File: src/rtl/id_ex_stage.sv
// id_ex_stage: decode->execute pipeline register with write-back bypass,
// x0 forcing, load-use bubble insertion, hold with operand refresh, and flush.
module id_ex_stage #(
    parameter int XLEN   = 32,
    parameter int CTRL_W = 16
) (
    input  logic              clk,
    input  logic              rst,
    input  logic              id_valid,
    output logic              id_ready,
    input  logic [XLEN-1:0]   id_pc,
    input  logic [4:0]        id_rs1_addr,
    input  logic [4:0]        id_rs2_addr,
    input  logic [4:0]        id_rd_addr,
    input  logic [XLEN-1:0]   id_rs1_data,
    input  logic [XLEN-1:0]   id_rs2_data,
    input  logic [XLEN-1:0]   id_imm,
    input  logic              id_uses_rs1,
    input  logic              id_uses_rs2,
    input  logic              id_is_load,
    input  logic              id_reg_write,
    input  logic [CTRL_W-1:0] id_ctrl,
    input  logic              wb_we,
    input  logic [4:0]        wb_waddr,
    input  logic [XLEN-1:0]   wb_wd,
    input  logic              ex_hold,
    input  logic              flush,
    output logic              ex_valid,
    output logic [XLEN-1:0]   ex_pc,
    output logic [XLEN-1:0]   ex_imm,
    output logic [4:0]        ex_rs1_addr,
    output logic [4:0]        ex_rs2_addr,
    output logic [4:0]        ex_rd_addr,
    output logic [XLEN-1:0]   ex_rs1_data,
    output logic [XLEN-1:0]   ex_rs2_data,
    output logic              ex_is_load,
    output logic              ex_reg_write,
    output logic [CTRL_W-1:0] ex_ctrl,
    output logic              load_use_stall
);
    logic [XLEN-1:0] rs1_op, rs2_op;
    logic            refresh1, refresh2;

    // The regfile write lands a cycle late, so a same-cycle write-back must be bypassed.
    assign rs1_op = (id_rs1_addr == 5'd0) ? '0 :
                    (wb_we && wb_waddr == id_rs1_addr) ? wb_wd : id_rs1_data;
    assign rs2_op = (id_rs2_addr == 5'd0) ? '0 :
                    (wb_we && wb_waddr == id_rs2_addr) ? wb_wd : id_rs2_data;

    assign refresh1 = ex_valid && wb_we && wb_waddr != 5'd0 && wb_waddr == ex_rs1_addr;
    assign refresh2 = ex_valid && wb_we && wb_waddr != 5'd0 && wb_waddr == ex_rs2_addr;

    assign load_use_stall = ex_valid && ex_is_load && ex_rd_addr != 5'd0 && id_valid &&
                            ((id_uses_rs1 && id_rs1_addr == ex_rd_addr) ||
                             (id_uses_rs2 && id_rs2_addr == ex_rd_addr));
    assign id_ready = !ex_hold && !load_use_stall;

    always_ff @(posedge clk or negedge rst) begin
        if (!rst) begin
            ex_valid     <= 1'b0;
            ex_pc        <= '0;
            ex_imm       <= '0;
            ex_rs1_addr  <= '0;
            ex_rs2_addr  <= '0;
            ex_rd_addr   <= '0;
            ex_rs1_data  <= '0;
            ex_rs2_data  <= '0;
            ex_is_load   <= 1'b0;
            ex_reg_write <= 1'b0;
            ex_ctrl      <= '0;
        end else if (flush || (!ex_hold && load_use_stall)) begin
            ex_valid     <= 1'b0;
            ex_is_load   <= 1'b0;
            ex_reg_write <= 1'b0;
            ex_ctrl      <= '0;
        end else if (ex_hold) begin
            if (refresh1) ex_rs1_data <= wb_wd;
            if (refresh2) ex_rs2_data <= wb_wd;
        end else begin
            ex_valid     <= id_valid;
            ex_pc        <= id_pc;
            ex_imm       <= id_imm;
            ex_rs1_addr  <= id_rs1_addr;
            ex_rs2_addr  <= id_rs2_addr;
            ex_rd_addr   <= id_rd_addr;
            ex_rs1_data  <= rs1_op;
            ex_rs2_data  <= rs2_op;
            ex_is_load   <= id_valid && id_is_load;
            ex_reg_write <= id_valid && id_reg_write;
            ex_ctrl      <= id_ctrl;
        end
    end
endmodule

File: config.mk
export PLATFORM = sky130hd
export DESIGN_NAME = id_ex_stage
export DESIGN_NICKNAME = d
export VERILOG_FILES = /design/src/rtl/id_ex_stage.sv
export SDC_FILE = /design/constraint.sdc
export NUM_CORES = 1
export LEC_CHECK = 0
export ABC_AREA = 1
export CORE_MARGIN = 1.5
export CORE_UTILIZATION = 39
export DETAILED_ROUTE_END_ITERATION = 10
export HOLD_SLACK_MARGIN = 0.1
export PLACE_DENSITY = 0.78
export SYNTH_ARGS = -nofsm -noshare
export SYNTH_HDL_FRONTEND = slang
export SYNTH_SLANG_ARGS = --single-unit
File: constraint.sdc
create_clock -name clk -period 1.4 [get_ports clk]
set_input_delay 0.28 -clock clk [delete_from_list [all_inputs] [get_ports clk]]
set_output_delay 0.28 -clock clk [all_outputs]
set_load 0.005 [all_outputs]
==> impl_results.md <==
* Outcome: finished, violations left
* Failing checks: negative setup slack
* Leading cell type in the layout, fill and taps excluded: nand2_1
* Post-Route WL at 34.2 mm
* PwrDens at 958 nW/um^2
* Area contributors post-synth: dfrtp_1 47%, nand2_1 25%, inv_1 9.0%
* Synth Warn # at 0
* Largest stage delay on the critical path at 0.45 ns
* Post-Syn Nets at 1427
* Gate Count Post-Synth at 1221
* H-tree Lvls at 4
* Vias at 9787
* Worst endpoint required time at 1.73 ns
* Setup Crit Path Kind: flop to flop
* FF-to-FF path depth at 11
* Arrival @ worst endpoint at 2.27 ns
* Iter 0 DRT Violations at 640
* Vias in the first global route at 9447
* Final Hold Viols at 0
* Min Tclk post-route at 1.95 ns
* DPL Wire Length at 21.4 mm
* Fin util at 71.5%
* Yosys cell types at 21
* Crit path launch type: flop
* Clock root buffer: clkbuf_16
* CP Buf/Inv Count at 6
* Fmax at 514 MHz
* Max cap viols at 0
* Core area at 21700 um^2
* Final instance area at 15500 um^2
* Worst slew margin at 67.1%
* Worst min-delay path class: input port to asynchronous set/reset pin
* Clk slew on worst S/H paths at 0.08 ns
* Peak VDD IR at 0.817 mV
* Core Rows at 54
* Nets at 1923
* Period utilization at 139%
* CP endpoint kind: flop
* GRT Total Usage at 27.8%
* Chip width at 151 um
* Worst-path cell chain: inv_2 > buf_4 > nand4_1 > nand3b_1 > inv_2 > nand2_4 > buf_4 > nand3_4 > buf_12 > bufbuf_16 > o21ai_1
* R2R Setup Slk at -0.55 ns
* Post-synthesis sequential area ratio at 47.2%
* Longest Clk Path Bufs at 2
* Die H at 151 um
* Detailed-route vias per instance at 4.87
* Area after DPL at 13100 um^2
* Family with the most delay on the worst path: buffers and inverters
* Slew @ Worst Pin at 0.493 ns
* DRT Pass-1 Iters at 5
* Worst R2R Start: ex_rd_addr[4]
* Setup violators final at 167
* PortBufs at 369
* Filler Cell Count at 1536
* Max FO, Critical Path at 12
* Slowest-stage cell, CP: dfrtp_2
* Crit Reg-Reg Endpoint: ex_rd_addr[3]
* CTS buffer count at 17
* Top cell type's share of synthesized area at 47.2%
* Clock Skew at 0.0128 ns
* Mean Syn Cell Area at 7.03 um^2
* GPL Wtd Cong at 0.916
* CTS tree: done
* Top Ports at 370
* Effective utilization at floorplan at 39.6%
* Initial antenna violation count at 0
* Leakage at 9.63 nW
* Commonest non-fill, non-tap cells in the layout: 532 x nand2_1, 201 x inv_1, 198 x clkdlybuf4s50_1
* # DRC at 0
* Yosys reg bits at 162
* Layout cells sized above 1 at 19.0%
* Grt ovf at 0
* Clock net sink count at 162
* Post-route ant nets at 0
* WL per Instance at 17.0 um
* Pin count of the biggest net entering global routing at 45
* RSZ-0062 raised after global routing: true
* Fin Hold WS at 0.300 ns
* Cell area after synthesis at 8580 um^2
* Area grow syn2layout at 80.6%
* Diodes inserted at 0
* DIE AREA at 22900 um^2
* Final Max Slew Viols at 0
* First-pass GRT wire length at 48.8 mm
* Critical path depth at 11
* Clock Latency Late Sink at 0.42 ns
* Final WS setup at -0.546 ns
* Cell taking the most area after synthesis: dfrtp_1
==> power breakdown <==
part	switching [mW]	total [mW]	leakage [nW]	internal, mW
registers	0.382	5.64	2.03	5.26
logic	1.85	4.34	7.31	2.49
clock network	2.13	4.87	0.294	2.74
==> registers in the layout, summed over array words and instances (netlist names) <==
signal        flops
ex_reg_write      1
ex_rs1_data      32
ex_rs1_addr       5
ex_imm           32
ex_is_load        1
ex_ctrl          16
ex_valid          1
ex_pc            32
ex_rs2_addr       5
ex_rd_addr        5
ex_rs2_data      32
==> cell type report <==
cell class	instances	area, um^2	area share [%]
Tap cell	280	350	2.26
Timing Repair Buffer	530	6020	38.8
Sequential cell	162	4060	26.2
Multi-Input combinational cell	795	3670	23.7
Inverter	211	795	5.13
Clock buffer	18	439	2.83
Clock inverter	14	166	1.07
==> per-layer routing <==
layer,share of wire [%],vias up,GRT usage (%)
met5,0,-,0
met4,4.2,0,11.8
met3,8.6,112,6.54
met2,50,475,47.6
met1,37,4551,33.3
li1,-,4649,-
==> stage by stage <==
stage                     instances  worst slack (ns)  total power [mW]  TNS, ns
final                          2010            -0.546              14.8   -71.61
after global routing           2010            -0.677              15.6   -86.95
after global placement         1899            -0.793              9.32  -116.73
after CTS                      1971            -0.514              14.6   -88.85
after floorplan                1221           -0.0146              6.92    -1.17
after detailed placement       1899            -0.851              9.39  -122.95
==> worst max path at each step <==
stage                     endpoint  slack (ns)           start
finish               ex_rd_addr[3]       -0.55   ex_rd_addr[4]
global route             ex_pc[13]       -0.68   ex_rd_addr[2]
CTS                       id_ready       -0.51   ex_rd_addr[4]
detailed placement       ex_pc[16]       -0.85  id_rs2_addr[1]
global placement    load_use_stall       -0.79  id_rs2_addr[1]
floorplan              ex_ctrl[10]       -0.01   ex_rd_addr[2]
==> timing repair <==
| action | in CTS | in global routing |
|---|---|---|
| hold endpoints to repair | 162 | 0 |
| pin swaps | 9 | 11 |
| gates resized for setup | 172 | 241 |
| hold buffers | 1 | 0 |
| setup buffers | 24 | 39 |
| gates cloned | 20 | 6 |
| endpoints found under the setup margin | 326 | 314 |
==> cell families (layout without fill, tap and decap cells) <==
| logic type | after synthesis | count (layout) | share of synthesized area, % |
|---|---|---|---|
| xor gates and xnor gates | 10 | 10 | 1.02 |
| buffers and inverters | 266 | 773 | 14.2 |
| AOI/OAI and AO/OA | 165 | 165 | 9.62 |
| and+or+nand+nor | 618 | 620 | 27.9 |
| DFF | 162 | 162 | 47.2 |
==> worst register-to-register path, stage by stage, from the launching register on <==
cell       delay [ns]
dfrtp_2          0.45
inv_2            0.08
buf_4            0.12
nand4_1          0.09
nand3b_1         0.12
inv_2            0.06
nand2_4          0.08
buf_4            0.15
nand3_4          0.07
buf_12           0.18
bufbuf_16        0.29
o21ai_1          0.17
==> synthesized netlist by cell type (all sizes together) <==
| cell type | count |
|---|---|
| nand3 | 8 |
| nand4 | 5 |
| buf | 47 |
| nor2 | 24 |
| inv | 211 |
| xnor2 | 8 |
| xor2 | 2 |
| nand2 | 580 |
| o21ai | 165 |
| clkbuf | 8 |
| nand3b | 1 |
| dfrtp | 162 |
Note: power is estimated with default switching activity, not from simulation.
